## src/rtl/instr_fetch_unit.sv

```systemverilog
// RV32I instruction fetch stage: one instruction in flight over a req/valid memory handshake,
// with the held instruction and its decoded fields presented until downstream consumes it.
module instr_fetch_unit #(
  parameter logic [31:0] RESET_PC = 32'h0000_0000,
  parameter int unsigned TIMEOUT  = 16
) (
  input  logic        clk,
  input  logic        rst,
  output logic        imem_req,
  output logic [31:0] imem_addr,
  input  logic [31:0] imem_rdata,
  input  logic        imem_valid,
  output logic        instr_valid,
  input  logic        instr_ready,
  input  logic        PCSrc,
  input  logic [31:0] branch_target,
  output logic [31:0] pc_out,
  output logic [31:0] instr,
  output logic [6:0]  opcode,
  output logic [2:0]  func3,
  output logic [6:0]  func7,
  output logic [4:0]  rd,
  output logic [4:0]  rs1,
  output logic [4:0]  rs2,
  output logic        fetch_err
);

  typedef enum logic [1:0] {StIdle, StFetch, StHold, StErr} state_e;

  localparam logic [7:0] WaitLast = 8'(TIMEOUT - 1);

  state_e      state_q, state_d;
  logic [31:0] pc_q, pc_d;
  logic [31:0] instr_q, instr_d;
  logic [7:0]  wait_q, wait_d;
  logic        err_q, err_d;

  always_ff @(posedge clk or posedge rst) begin
    if (rst) begin
      state_q <= StIdle;
      pc_q    <= RESET_PC;
      instr_q <= 32'h0;
      wait_q  <= 8'h0;
      err_q   <= 1'b0;
    end else begin
      state_q <= state_d;
      pc_q    <= pc_d;
      instr_q <= instr_d;
      wait_q  <= wait_d;
      err_q   <= err_d;
    end
  end

  always_comb begin
    state_d = state_q;
    pc_d    = pc_q;
    instr_d = instr_q;
    wait_d  = wait_q;
    err_d   = err_q;
    case (state_q)
      StIdle: begin
        wait_d  = 8'h0;
        state_d = StFetch;
      end
      StFetch: begin
        if (imem_valid) begin
          instr_d = imem_rdata;
          wait_d  = 8'h0;
          state_d = StHold;
        end else if (wait_q == WaitLast) begin
          err_d   = 1'b1;
          state_d = StErr;
        end else begin
          wait_d = wait_q + 8'd1;
        end
      end
      StHold: begin
        if (instr_ready) begin
          // A misaligned redirect is fatal and leaves pc pointing at the held instruction.
          if (PCSrc && (branch_target[1:0] != 2'b00)) begin
            err_d   = 1'b1;
            state_d = StErr;
          end else begin
            pc_d    = PCSrc ? branch_target : pc_q + 32'd4;
            state_d = StFetch;
          end
        end
      end
      StErr: state_d = StErr;
      default: state_d = StIdle;
    endcase
  end

  assign imem_req    = (state_q == StFetch);
  assign imem_addr   = pc_q;
  assign instr_valid = (state_q == StHold);
  assign pc_out      = pc_q;
  assign instr       = instr_q;
  assign opcode      = instr_q[6:0];
  assign rd          = instr_q[11:7];
  assign func3       = instr_q[14:12];
  assign rs1         = instr_q[19:15];
  assign rs2         = instr_q[24:20];
  assign func7       = instr_q[31:25];
  assign fetch_err   = err_q;

endmodule

```

## config.mk

```make
export PLATFORM = sky130hd
export DESIGN_NAME = instr_fetch_unit
export DESIGN_NICKNAME = d
export VERILOG_FILES = /design/src/rtl/instr_fetch_unit.sv
export SDC_FILE = /design/constraint.sdc
export NUM_CORES = 1
export LEC_CHECK = 0
export ABC_AREA = 1
export ABC_CLOCK_PERIOD_IN_PS = 3000
export CAP_MARGIN = 20
export CORE_MARGIN = 3
export CORE_UTILIZATION = 44
export CTS_CLUSTER_DIAMETER = 100
export CTS_CLUSTER_SIZE = 30
export DETAILED_ROUTE_END_ITERATION = 10
export PLACE_DENSITY = 0.82
export SLEW_MARGIN = 40
export SYNTH_ARGS = -nofsm -noshare
export SYNTH_HDL_FRONTEND = slang
export SYNTH_SLANG_ARGS = --single-unit
```

## constraint.sdc

```tcl
create_clock -name clk -period 3 [get_ports clk]
set_clock_uncertainty 0.1 [all_clocks]
set_input_delay 0.6 -clock clk [delete_from_list [all_inputs] [get_ports clk]]
set_output_delay 0.6 -clock clk [all_outputs]
set_load 0.01 [all_outputs]
```

Yosys cells after proc, flatten, opt, wreduce, memory -nomap -nowiden --
Cells that the tools add are included.
Word-level totals: word-level logic and storage cells 42, input port bits 69, flip-flop bits (word level) 75, output and inout port bits 131
Cells by class: bitwise gates (word level) 1, reduce and logical (&&, ||, !) cells 10, eq/ne operators 10, $add $sub $neg 2, multiplexer cells 14
Operator list (count):
- 32-bit by 3-bit adder with 32-bit output (second input constant) | 1
- 32-bit 2-to-1 mux | 1
- 8-bit 2-to-1 mux | 2
- 8-bit case mux with 2 select lines | 1
- 8-bit by 1-bit adder with 8-bit output (second input constant) | 1
- 8-bit by 4-bit == test with 1-bit output (second input constant) | 1
- 2-bit 2-to-1 mux | 4
- 2-bit case mux with 4 select lines | 1
- 2-bit by 1-bit inequality test with 1-bit output (second input constant) | 3
- 2-bit AND reduction | 3
- 2-bit nonzero test | 3
- 5-bit AND reduction | 1
- 2-bit == test (second input constant) | 2
- 1-bit 2-to-1 mux | 4
- 3-bit by 1-bit inequality test with 1-bit output (second input constant) | 1
- 3-bit inequality test (second input constant) | 1
- 3-bit AND reduction | 1
- 2-bit by 1-bit == test with 1-bit output (second input constant) | 1
- 2-bit zero test | 1
- 2-bit inequality test (second input constant) | 1
- 1-bit case mux with 2 select lines | 1
- 1-bit logical AND | 1
- 1-bit NOT | 1

Logic depth before layout (Yosys ltp) --
Gate-level depths: netlist (run 1).
word-level depth 5, depth in mapped cells 11, gate-level depth less buffers 11

Worst setup path after synthesis (run 1) --
Ideal clock, no wire load.
path kind register to register, start reg pc_q[3] (netlist: imem_addr[3]), end reg pc_q[18] (netlist: imem_addr[18]), setup time 113 ps, required time 2787 ps, stages on the path, launching flop included 11, path buffers 0, path slack 1340 ps, arrival 1447 ps, clock period less this slack 1660 ps, path through dfrtp_1 -> ha_1 -> nand2_1 -> nor2_2 -> nand2_2 -> nor2_4 -> inv_1 -> o21ai_0 -> nand2_1 -> nand2_1 -> inv_1
On the way: cells in the longest elaborated chain, start to end 2
Ends and longest elaborated chain:
- start: declaration | RTL line 33 | logic [31:0] pc_q, pc_d;
- start signal: assignment | RTL line 47 | pc_q <= pc_d;
- 32-bit by 3-bit adder with 32-bit output | RTL line 84 | pc_d = PCSrc ? branch_target : pc_q + 32'd4;
- 32-bit 2-to-1 mux | RTL line 84
No other way between the ends. A chain may end at the register's enable or synchronous reset.

Worst setup path after layout (run 1) --
start reg state_q[0], end out imem_req
On the way: cells in the longest elaborated chain, start to end 1
Ends and longest elaborated chain:
- start: declaration | RTL line 32 | state_e state_q, state_d;
- start signal: assignment | RTL line 40 | state_q <= StIdle;
- start signal: assignment | RTL line 46 | state_q <= state_d;
- 2-bit by 1-bit == test with 1-bit output | RTL line 94 | assign imem_req = (state_q == StFetch);
- end: declaration | RTL line 9 | output logic imem_req,
No other way between the ends.

==> results.yml, run 1 <==
final_layout:
  diodes: 0
  regArea_sq_um: 1880
  multiInputGateArea_sq_um: 2150
  areaGrowthSynthToFinish_pct: 36.2
  final_util_pct: 63.0
  drive_above_1_share_pct: 9.19
  final_nets: 828
  fill_cells: 901
  final_common_cell: "clkdlybuf4s50_1"
  layout_common_cells: "clkdlybuf4s50_1, nand2_1, nor2_1, dfrtp_1, inv_1"
sta:
  setup_tns_ps: 0
  hold_viol: 0
  max_freq_ghz: 0.422
  grt_setup_unrepaired: "no"
  fin_crit_sh_pct: 79.0
  setup_viol: 0
  slew_viol_final: 0
  tightestPinTransition_ps: 676
  fin_crit_ps: 2370
  relSlewSlack_pct: 54.8
clocking:
  cts_resized: 0
  cts-root-buf: "clkbuf_8"
  clk_latency_ps: 350
  clock_sinks: 75
  hold_buffers: 0
  postCtsSetupRepairBufs: 0
  cts_max_path_buffers: 2
  cts_tree: "built"
  path_clk_slew_ps: 80
  htreeDepth: 3
  numCtsBuffers: 9
worst_setup_path:
  crit_fanout: 10
  path_class: "register to primary output"
  endpoint: "imem_req"
  crit_required_ps: 2300
  arrival_ps: 1670
  reg2reg_to: "imem_addr[18]$_DFFE_PP0P_"
  r2r_slack_ps: 1090
  ff2ff_path_depth: 9
  end_kind: "primary output"
  crit_start: "state_q[0]$_DFFE_PP0P_"
  startpoint_type: "register"
  timing.rr.start: "state_q[1]$_DFFE_PP0P_"
floorplan:
  die_y_microns: 111
  start_util_pct: 46.2
  core_area_sq_um: 10500
  num_rows: 37
  die_w_microns: 111
  io_pins: 200
  fp.dieArea_sq_um: 12300
grt:
  grtUsageTotal_pct: 20.8
  antenna_found_initial: 0
  overflow: 0
  grt_pass1_vias: 4350
  grt_pass1_wl_mm: 21.4
  grt_max_degree: 47
drt:
  wl_per_cell_microns: 14.3
  viasPerCell: 4.98
  drtAntennaViolNets: 0
  drc_errors: 0
  vias: 4474
  routed_wl_mm: 12.9
  drtIter0Drc: 194
  first_pass_iters: 5
yosys:
  yosysTopAreaCell: "dfrtp_1"
  synth_enable_flop_cells: 0
  syn_area_per_cell_sq_um: 7.81
  postSynthCellCount: 622
  synth_cell_types: 35
  ys_seq_elements: 75
  synth_nets: 693
  synth_warnings: 0
  async_flop_share_pct: 100
  synth_area_sq_um: 4860
  yosys-top-cells-area: "dfrtp_1, nand2_1, buf_4, mux2_4, nor2_1"
  yosysTopAreaCellShare_pct: 38.6
  dominantRegCellSynth: "dfrtp_1"
  synth.yosys.seq_area_share_pct: 38.6
place:
  dp_hpwl_mm: 9.86
  io_buffers: 199
  gp_congestion: 0.871
power:
  power_switching_mw: 2.41
  clkPwrFrac_pct: 11.0
  p_int_mw: 3.85
  vdd_drop_max_mv: 0.584
  comb_power_share_pct: 56.6
  p_seq_share_pct: 32.4
  switching_share_pct: 38.5
  leakagePower_nw: 3.07
  powerDensity_nw_per_um2: 947
job:
  maxCapViolations: 0
status:
  status: "complete, no violations"
min_path:
  min_path_type: "register to register"
per-layer routing:
metal,wire length [microns],global-route usage [%],vias to the layer above
met4,216,5.84,0
met5,0,0,-
met1,5400,26.2,2086
met2,6350,36.4,205
met3,902,4.20,26
li1,-,-,2157
worst min path at each step:
| stage | from | endpoint | slack, ps | cells past startpoint |
|---|---|---|---|---|
| floorplan | fetch_err$_DFFE_PP0P_ | fetch_err$_DFFE_PP0P_ | 410 | 1 |
| global placement | fetch_err$_DFFE_PP0P_ | fetch_err$_DFFE_PP0P_ | 400 | 1 |
| detailed placement | fetch_err$_DFFE_PP0P_ | fetch_err$_DFFE_PP0P_ | 390 | 1 |
| CTS | imem_addr[1]$_DFFE_PP0P_ | imem_addr[1]$_DFFE_PP0P_ | 420 | 2 |
| global route | imem_addr[1]$_DFFE_PP0P_ | imem_addr[1]$_DFFE_PP0P_ | 440 | 2 |
| finish | imem_addr[0]$_DFFE_PP0P_ | imem_addr[0]$_DFFE_PP0P_ | 420 | 2 |
Yosys cell counts, types with 2 or more instances:
master    number
and2_1         3
o21ai_1        3
mux2_2         3
nand2_2        3
clkbuf_1       2
a21oi_1       13
nor2_2         3
mux2_4        29
o22ai_1        2
buf_2          4
nand2_1      178
xor2_1         4
o21ai_2        2
nand3_1       37
buf_6          7
ha_1           2
a31oi_1        2
nor2_4         6
o21ai_0       24
nand4_1        7
o21bai_1       2
nor2_1        75
buf_4         64
inv_1         62
dfrtp_1       75
registers in the layout, indices dropped and copies added, names as in the netlist:
| signal | flops |
|---|---|
| state_q | 2 |
| imem_addr | 32 |
| wait_q | 8 |
| instr | 32 |
| fetch_err | 1 |
critical path, cell delays in order (launching register included):
cell             delay [ps]
dfrtp_1                 430
inv_2                    60
nor2_4                  240
clkdlybuf4s50_1         600
layout make-up:
cell class / count / area share, %
flip-flops and latches: 75 / 28.4
well taps: 136 / 2.57
clock buffers: 11 / 1.98
repair buffers: 203 / 30.5
clock inverters: 5 / 0.529
inverters: 63 / 3.57
multi-input cells: 405 / 32.4
power groups by stage:
stage	clock, mW	sequential, mW	combinational [mW]
final	0.692	2.03	3.55
after global routing	0.761	2.12	3.81
after CTS	0.713	2.03	3.58
after detailed placement	0	2.04	3.57
after global placement	0	2.02	3.49
after floorplan	0	2.09	1.97
kinds of logic after synthesis:
| logic type | count (synthesis) | synth area share, % |
|---|---|---|
| muxes | 32 | 9.66 |
| adders and majority gates | 2 | 0.515 |
| AOI/OAI and AO/OA | 51 | 5.82 |
| buffers and inverters | 142 | 17.2 |
| and+or+nand+nor | 315 | 27.3 |
| DFF | 75 | 38.6 |
| xor gates and xnor gates | 5 | 0.901 |
metrics by stage:
stage	hold slack (ps)	area, sq um	power, mW	setup WS, ps	cells
3_5_place_dp	394	6450	5.61	478	882
3_3_place_gp	403	6450	5.51	519	882
4_1_cts	425	6620	6.32	611	898
2_1_floorplan	412	4860	4.06	390	622
5_1_grt	445	6620	6.70	551	898
6_report	420	6620	6.27	631	898
(Power assumes the default switching activity.)
==> run 2, diff against run 1 <==
--- a/config.mk
+++ b/config.mk
@@ -6,14 +6,14 @@
 export NUM_CORES = 1
 export LEC_CHECK = 0
 export ABC_AREA = 1
-export ABC_CLOCK_PERIOD_IN_PS = 3000
+export ABC_CLOCK_PERIOD_IN_PS = 2000
 export CAP_MARGIN = 20
 export CORE_MARGIN = 3
-export CORE_UTILIZATION = 44
+export CORE_UTILIZATION = 40
 export CTS_CLUSTER_DIAMETER = 100
 export CTS_CLUSTER_SIZE = 30
 export DETAILED_ROUTE_END_ITERATION = 10
-export PLACE_DENSITY = 0.82
+export PLACE_DENSITY = 0.78
 export SLEW_MARGIN = 40
 export SYNTH_ARGS = -nofsm -noshare
 export SYNTH_HDL_FRONTEND = slang
==> constraint.sdc (replaced) <==
create_clock -name clk -period 2 [get_ports clk]
set_clock_uncertainty 0.1 [all_clocks]
set_input_delay 0.4 -clock clk [delete_from_list [all_inputs] [get_ports clk]]
set_output_delay 0.4 -clock clk [all_outputs]
set_load 0.01 [all_outputs]
==> run 2 against run 1 <==
Cell count up 1.9%. Largest power group unchanged. Die area increased by 9.4%. Clock-buffer cell count rose by 2. Core utilization is 3.8 points lower. Largest cell class is now buffers. Setup slack worse by 570 ps.
==> results.yml, run 2 (synthesized netlist as in run 1, its figures left out) <==
grt:
  use_met3_pct: 6.58
  grt_pass1_wl_mm: 21.9
  grtUsageTotal_pct: 20.5
  grtUsageMet2_pct: 34.3
  antenna_found_initial: 1
  overflow: 0
  grtUsageMet1_pct: 24.8
  grt-busiest-layer: "met2"
  grt_max_degree: 47
  grt_pass1_vias: 4550
clocking:
  htreeDepth: 3
  clock_sinks: 75
  hold_buffers: 0
  cts-root-buf: "clkbuf_16"
  path_clk_slew_ps: 50
  cts_max_path_buffers: 2
  numCtsBuffers: 9
  cts_tree: "built"
  clk_latency_ps: 330
sta:
  worst_slack_ps: 63.8
  relSlewSlack_pct: 68.5
  grt_setup_unrepaired: "no"
  fin_crit_ps: 1940
  setup_tns_ps: 0
  tightestPinTransition_ps: 473
  holdWs_ps: 337
  setup_viol: 0
  hold_viol: 0
  slew_viol_final: 0
  max_freq_ghz: 0.516
  fin_crit_sh_pct: 96.8
place:
  gp_congestion: 0.905
  io_buffers: 199
  post-place-ws_ps: -34.3
  dp_hpwl_mm: 10.5
power:
  leakagePower_nw: 3.20
  powerDensity_nw_per_um2: 1470
  power.total_mw: 10.1
  vdd_drop_max_mv: 0.956
worst_setup_path:
  path_class: "register to primary output"
  end_kind: "primary output"
  arrival_ps: 1440
  crit_fanout: 3
  r2r_slack_ps: 190
  crit_required_ps: 1500
  startpoint_type: "register"
status:
  status: "complete, no violations"
drt:
  wl_per_cell_microns: 15.0
  drtAntennaViolNets: 0
  first_pass_iters: 6
  vias: 4485
  routed_wl_mm: 13.8
  drtIter0Drc: 318
  viasPerCell: 4.90
  drc_errors: 0
final_layout:
  final_nets: 839
  diodes: 0
  layout_common_cells: "clkdlybuf4s50_1, nand2_1, nor2_1"
  drive_above_1_share_pct: 10.5
  fill_cells: 998
  final_common_cell: "clkdlybuf4s50_1"
  areaGrowthSynthToFinish_pct: 42.1
floorplan:
  die_y_microns: 116
  core_area_sq_um: 11700
  start_util_pct: 41.7
  io_pins: 200
  fp.dieArea_sq_um: 13500
  num_rows: 39
  die_w_microns: 116
job:
  maxCapViolations: 0
min_path:
  min_path_type: "input pin to asynchronous set/reset pin"
## run 2: cell count changes in the layout (fill, tap and decap cells not counted)
cell             before  now
buf_12                0    5
clkdlybuf4s50_1     199  197
bufinv_16             0    1
inv_2                 2    1
inv_6                 2    0
dfrtp_2               0    1
clkbuf_16             0    9
clkbuf_8              9    2
dlygate4sd2_1         0    2
clkinv_2              2    1
dfrtp_1              75   74
buf_4                 4   10
## run 2: stage by stage
| step | utilization (%) | instances | area, sq um |
|---|---|---|---|
| 2_1_floorplan | - | 622 | 4860 |
| 3_3_place_gp | 56.6 | 899 | 6600 |
| 3_5_place_dp | 56.6 | 899 | 6600 |
| 4_1_cts | 59.1 | 914 | 6900 |
| 5_1_grt | 59.2 | 915 | 6900 |
| 6_report | 59.2 | 915 | 6900 |
## run 2: path summary, 6_finish.rpt
path                                     startpoint                   endpoint  depth (start not counted)
min reg2reg                   fetch_err$_DFFE_PP0P_      fetch_err$_DFFE_PP0P_                          1
max reg2reg                imem_addr[2]$_DFFE_PP0P_  imem_addr[24]$_DFFE_PP0P_                         10
min                                             rst       instr[3]$_DFFE_PP0P_                          2
max in group asynchronous                       rst   imem_addr[2]$_DFFE_PP0P_                          3
min in group clk              fetch_err$_DFFE_PP0P_      fetch_err$_DFFE_PP0P_                          1
max                          state_q[1]$_DFFE_PP0P_                   imem_req                          2
## run 2: layer usage
layer | share of wire, % | vias to the layer above
li1 | - | 2184
met1 | 41 | 2076
met2 | 49 | 202
met3 | 8.3 | 21
met4 | 1.7 | 2
met5 | 0.094 | -
## run 2: what timing repair did
item	4_1_cts	5_1_grt
resized for setup	2	1
buffers inserted	0	1
setup endpoints to repair	2	2
## run 2: area by class of cell
class | count | area (sq um) | share of cell area [%]
Clock buffer | 13 | 260 | 3.77
Clock inverter | 2 | 35.0 | 0.507
Multi-Input combinational cell | 405 | 2150 | 31.1
Inverter | 63 | 240 | 3.48
Tap cell | 143 | 179 | 2.59
Timing Repair Buffer | 214 | 2160 | 31.4
Sequential cell | 75 | 1880 | 27.2
## run 2: critical path, stage by stage, from the launching register on
cell,delay (ps)
dfrtp_1,420
nor2_4,130
clkdlybuf4s50_1,560
## run 2: power by group
group | internal (mW) | switching, mW
Clock | 1.03 | 0.602
Sequential | 2.20 | 0.880
Combinational | 3.22 | 2.21
==> run 3, diff against run 2 <==
--- a/config.mk
+++ b/config.mk
@@ -8,12 +8,11 @@
 export ABC_AREA = 1
 export ABC_CLOCK_PERIOD_IN_PS = 2000
 export CAP_MARGIN = 20
-export CORE_MARGIN = 3
-export CORE_UTILIZATION = 40
+export CORE_MARGIN = 1
+export CORE_UTILIZATION = 28
 export CTS_CLUSTER_DIAMETER = 100
 export CTS_CLUSTER_SIZE = 30
 export DETAILED_ROUTE_END_ITERATION = 10
-export PLACE_DENSITY = 0.78
 export SLEW_MARGIN = 40
 export SYNTH_ARGS = -nofsm -noshare
 export SYNTH_HDL_FRONTEND = slang
==> run 3 against run 2 <==
Power grew 2.1%. Critical endpoint is now pc_out[27]. Sequential power is essentially flat. Critical path type unchanged. Design area grew 2.0%. Sequential cell count is the same.
==> results.yml, run 3 (synthesized netlist as in run 1, its figures left out) <==
status:
  status: "complete, no violations"
clocking:
  cts-root-buf: "clkbuf_16"
  cts_tree: "built"
  htreeDepth: 3
  clk_latency_ps: 340
  hold_buffers: 0
  clock_sinks: 75
  numCtsBuffers: 9
  path_clk_slew_ps: 60
  cts_max_path_buffers: 2
power:
  leakagePower_nw: 3.23
  power.total_mw: 10.4
  powerDensity_nw_per_um2: 1470
  vdd_drop_max_mv: 0.753
drt:
  drc_errors: 0
  routed_wl_mm: 13.2
  drtIter0Drc: 278
  viasPerCell: 4.33
  wl_per_cell_microns: 13.3
  drtAntennaViolNets: 0
  vias: 4312
  first_pass_iters: 4
sta:
  setup_viol: 0
  max_freq_ghz: 0.517
  hold_viol: 0
  fin_crit_ps: 1930
  slew_viol_final: 0
  relSlewSlack_pct: 66.4
  holdWs_ps: 375
  grt_setup_unrepaired: "no"
  fin_crit_sh_pct: 96.6
  tightestPinTransition_ps: 504
worst_setup_path:
  reg2reg_to: "imem_addr[17]$_DFFE_PP0P_"
  path_class: "register to primary output"
  crit_slowest_cell: "clkdlybuf4s50_1"
  startpoint_type: "register"
  cpLargestDelayFamily: "buffers and inverters"
  crit_fanout: 7
  r2r_slack_ps: 230
  end_kind: "primary output"
  crit_start: "imem_addr[27]$_DFFE_PP0P_"
  critPathMaxStageDelay_ps: 600
  critical_path_depth: 1
  arrival_ps: 1430
  crit_required_ps: 1500
  ff2ff_path_depth: 9
  path_cells: "clkdlybuf4s50_1"
  worst-path-buf-inv: 1
  timing.rr.start: "imem_addr[9]$_DFFE_PP0P_"
  endpoint: "pc_out[27]"
min_path:
  min_path_cells: 1
  min_path_type: "register to register"
place:
  dp_hpwl_mm: 9.72
  dp_cells: 977
  gp_congestion: 0.820
  io_buffers: 199
grt:
  overflow: 0
  grt_max_degree: 76
  grt_pass1_wl_mm: 21.5
  antenna_found_initial: 0
  grtUsageTotal_pct: 15.4
  grt_pass1_vias: 4110
final_layout:
  areaGrowthSynthToFinish_pct: 45.0
  finalNonFillerCells: 995
  layout_common_cells: "clkdlybuf4s50_1, nand2_1, nor2_1"
  final_nets: 840
  final_common_cell: "clkdlybuf4s50_1"
  drive_above_1_share_pct: 11.0
floorplan:
  start_util_pct: 29.0
  num_rows: 47
  core_area_sq_um: 16800
  io_pins: 200
  die_w_microns: 134
  fp.dieArea_sq_um: 17900
  die_y_microns: 134
job:
  maxCapViolations: 0
-- run 3: cell count changes in the layout (fill, tap and decap cells not counted), sizes merged --
cell	previous run	this run
buf	15	16
bufinv	1	3
clkbuf	13	10
clkdlybuf4s50	197	196
clkinvlp	1	2
diode	0	1
dlymetal6s2s	0	1
inv	62	63
-- run 3: layout make-up --
type	instances	area, sq um
inverters	63	240
repair buffers	215	2150
multi-input cells	405	2150
clock buffers	10	239
well taps	220	275
flip-flops and latches	75	1880
fillers	1681	9720
clock inverters	6	111
diodes	1	2.50
-- run 3: worst min-delay path by stage --
stage	startpoint	end	slack [ps]
3_3_place_gp	fetch_err$_DFFE_PP0P_	fetch_err$_DFFE_PP0P_	370
3_5_place_dp	fetch_err$_DFFE_PP0P_	fetch_err$_DFFE_PP0P_	370
5_1_grt	fetch_err$_DFFE_PP0P_	fetch_err$_DFFE_PP0P_	400
2_1_floorplan	fetch_err$_DFFE_PP0P_	fetch_err$_DFFE_PP0P_	410
4_1_cts	fetch_err$_DFFE_PP0P_	fetch_err$_DFFE_PP0P_	380
6_report	fetch_err$_DFFE_PP0P_	fetch_err$_DFFE_PP0P_	370
-- run 3: report_power, final --
| group | total (mW) | internal, mW | switching [mW] |
|---|---|---|---|
| Clock | 1.94 | 1.26 | 0.683 |
| Sequential | 3.06 | 2.20 | 0.867 |
| Combinational | 5.35 | 3.21 | 2.14 |
| Total | 10.4 | 6.66 | 3.69 |
-- run 3: through the flow --
| step | utilization, % | setup slack [ps] | setup TNS (ps) | instance area [sq um] |
|---|---|---|---|---|
| after floorplan | - | 340 | 0 | 4860 |
| after global placement | 39.9 | -139 | -729 | 6680 |
| after detailed placement | 39.9 | -122 | -687 | 6680 |
| after CTS | 42.0 | 16.8 | 0 | 7040 |
| after global routing | 42.0 | 7.89 | 0 | 7040 |
| final | 42.0 | 67.0 | 0 | 7040 |
-- run 3: routing by layer --
metal	track usage, %	wire, microns	vias to the layer above
met5	0	0	-
met4	5.62	129	0
met3	3.88	1030	9
met2	24.9	6050	169
met1	19.9	6010	1946
li1	-	-	2188
-- run 3: what timing repair did --
action                                  4_1_cts  5_1_grt
endpoints found under the setup margin        1        2
resized for setup                             2        2
setup buffers                                 1        0
pin swaps                                     0        0
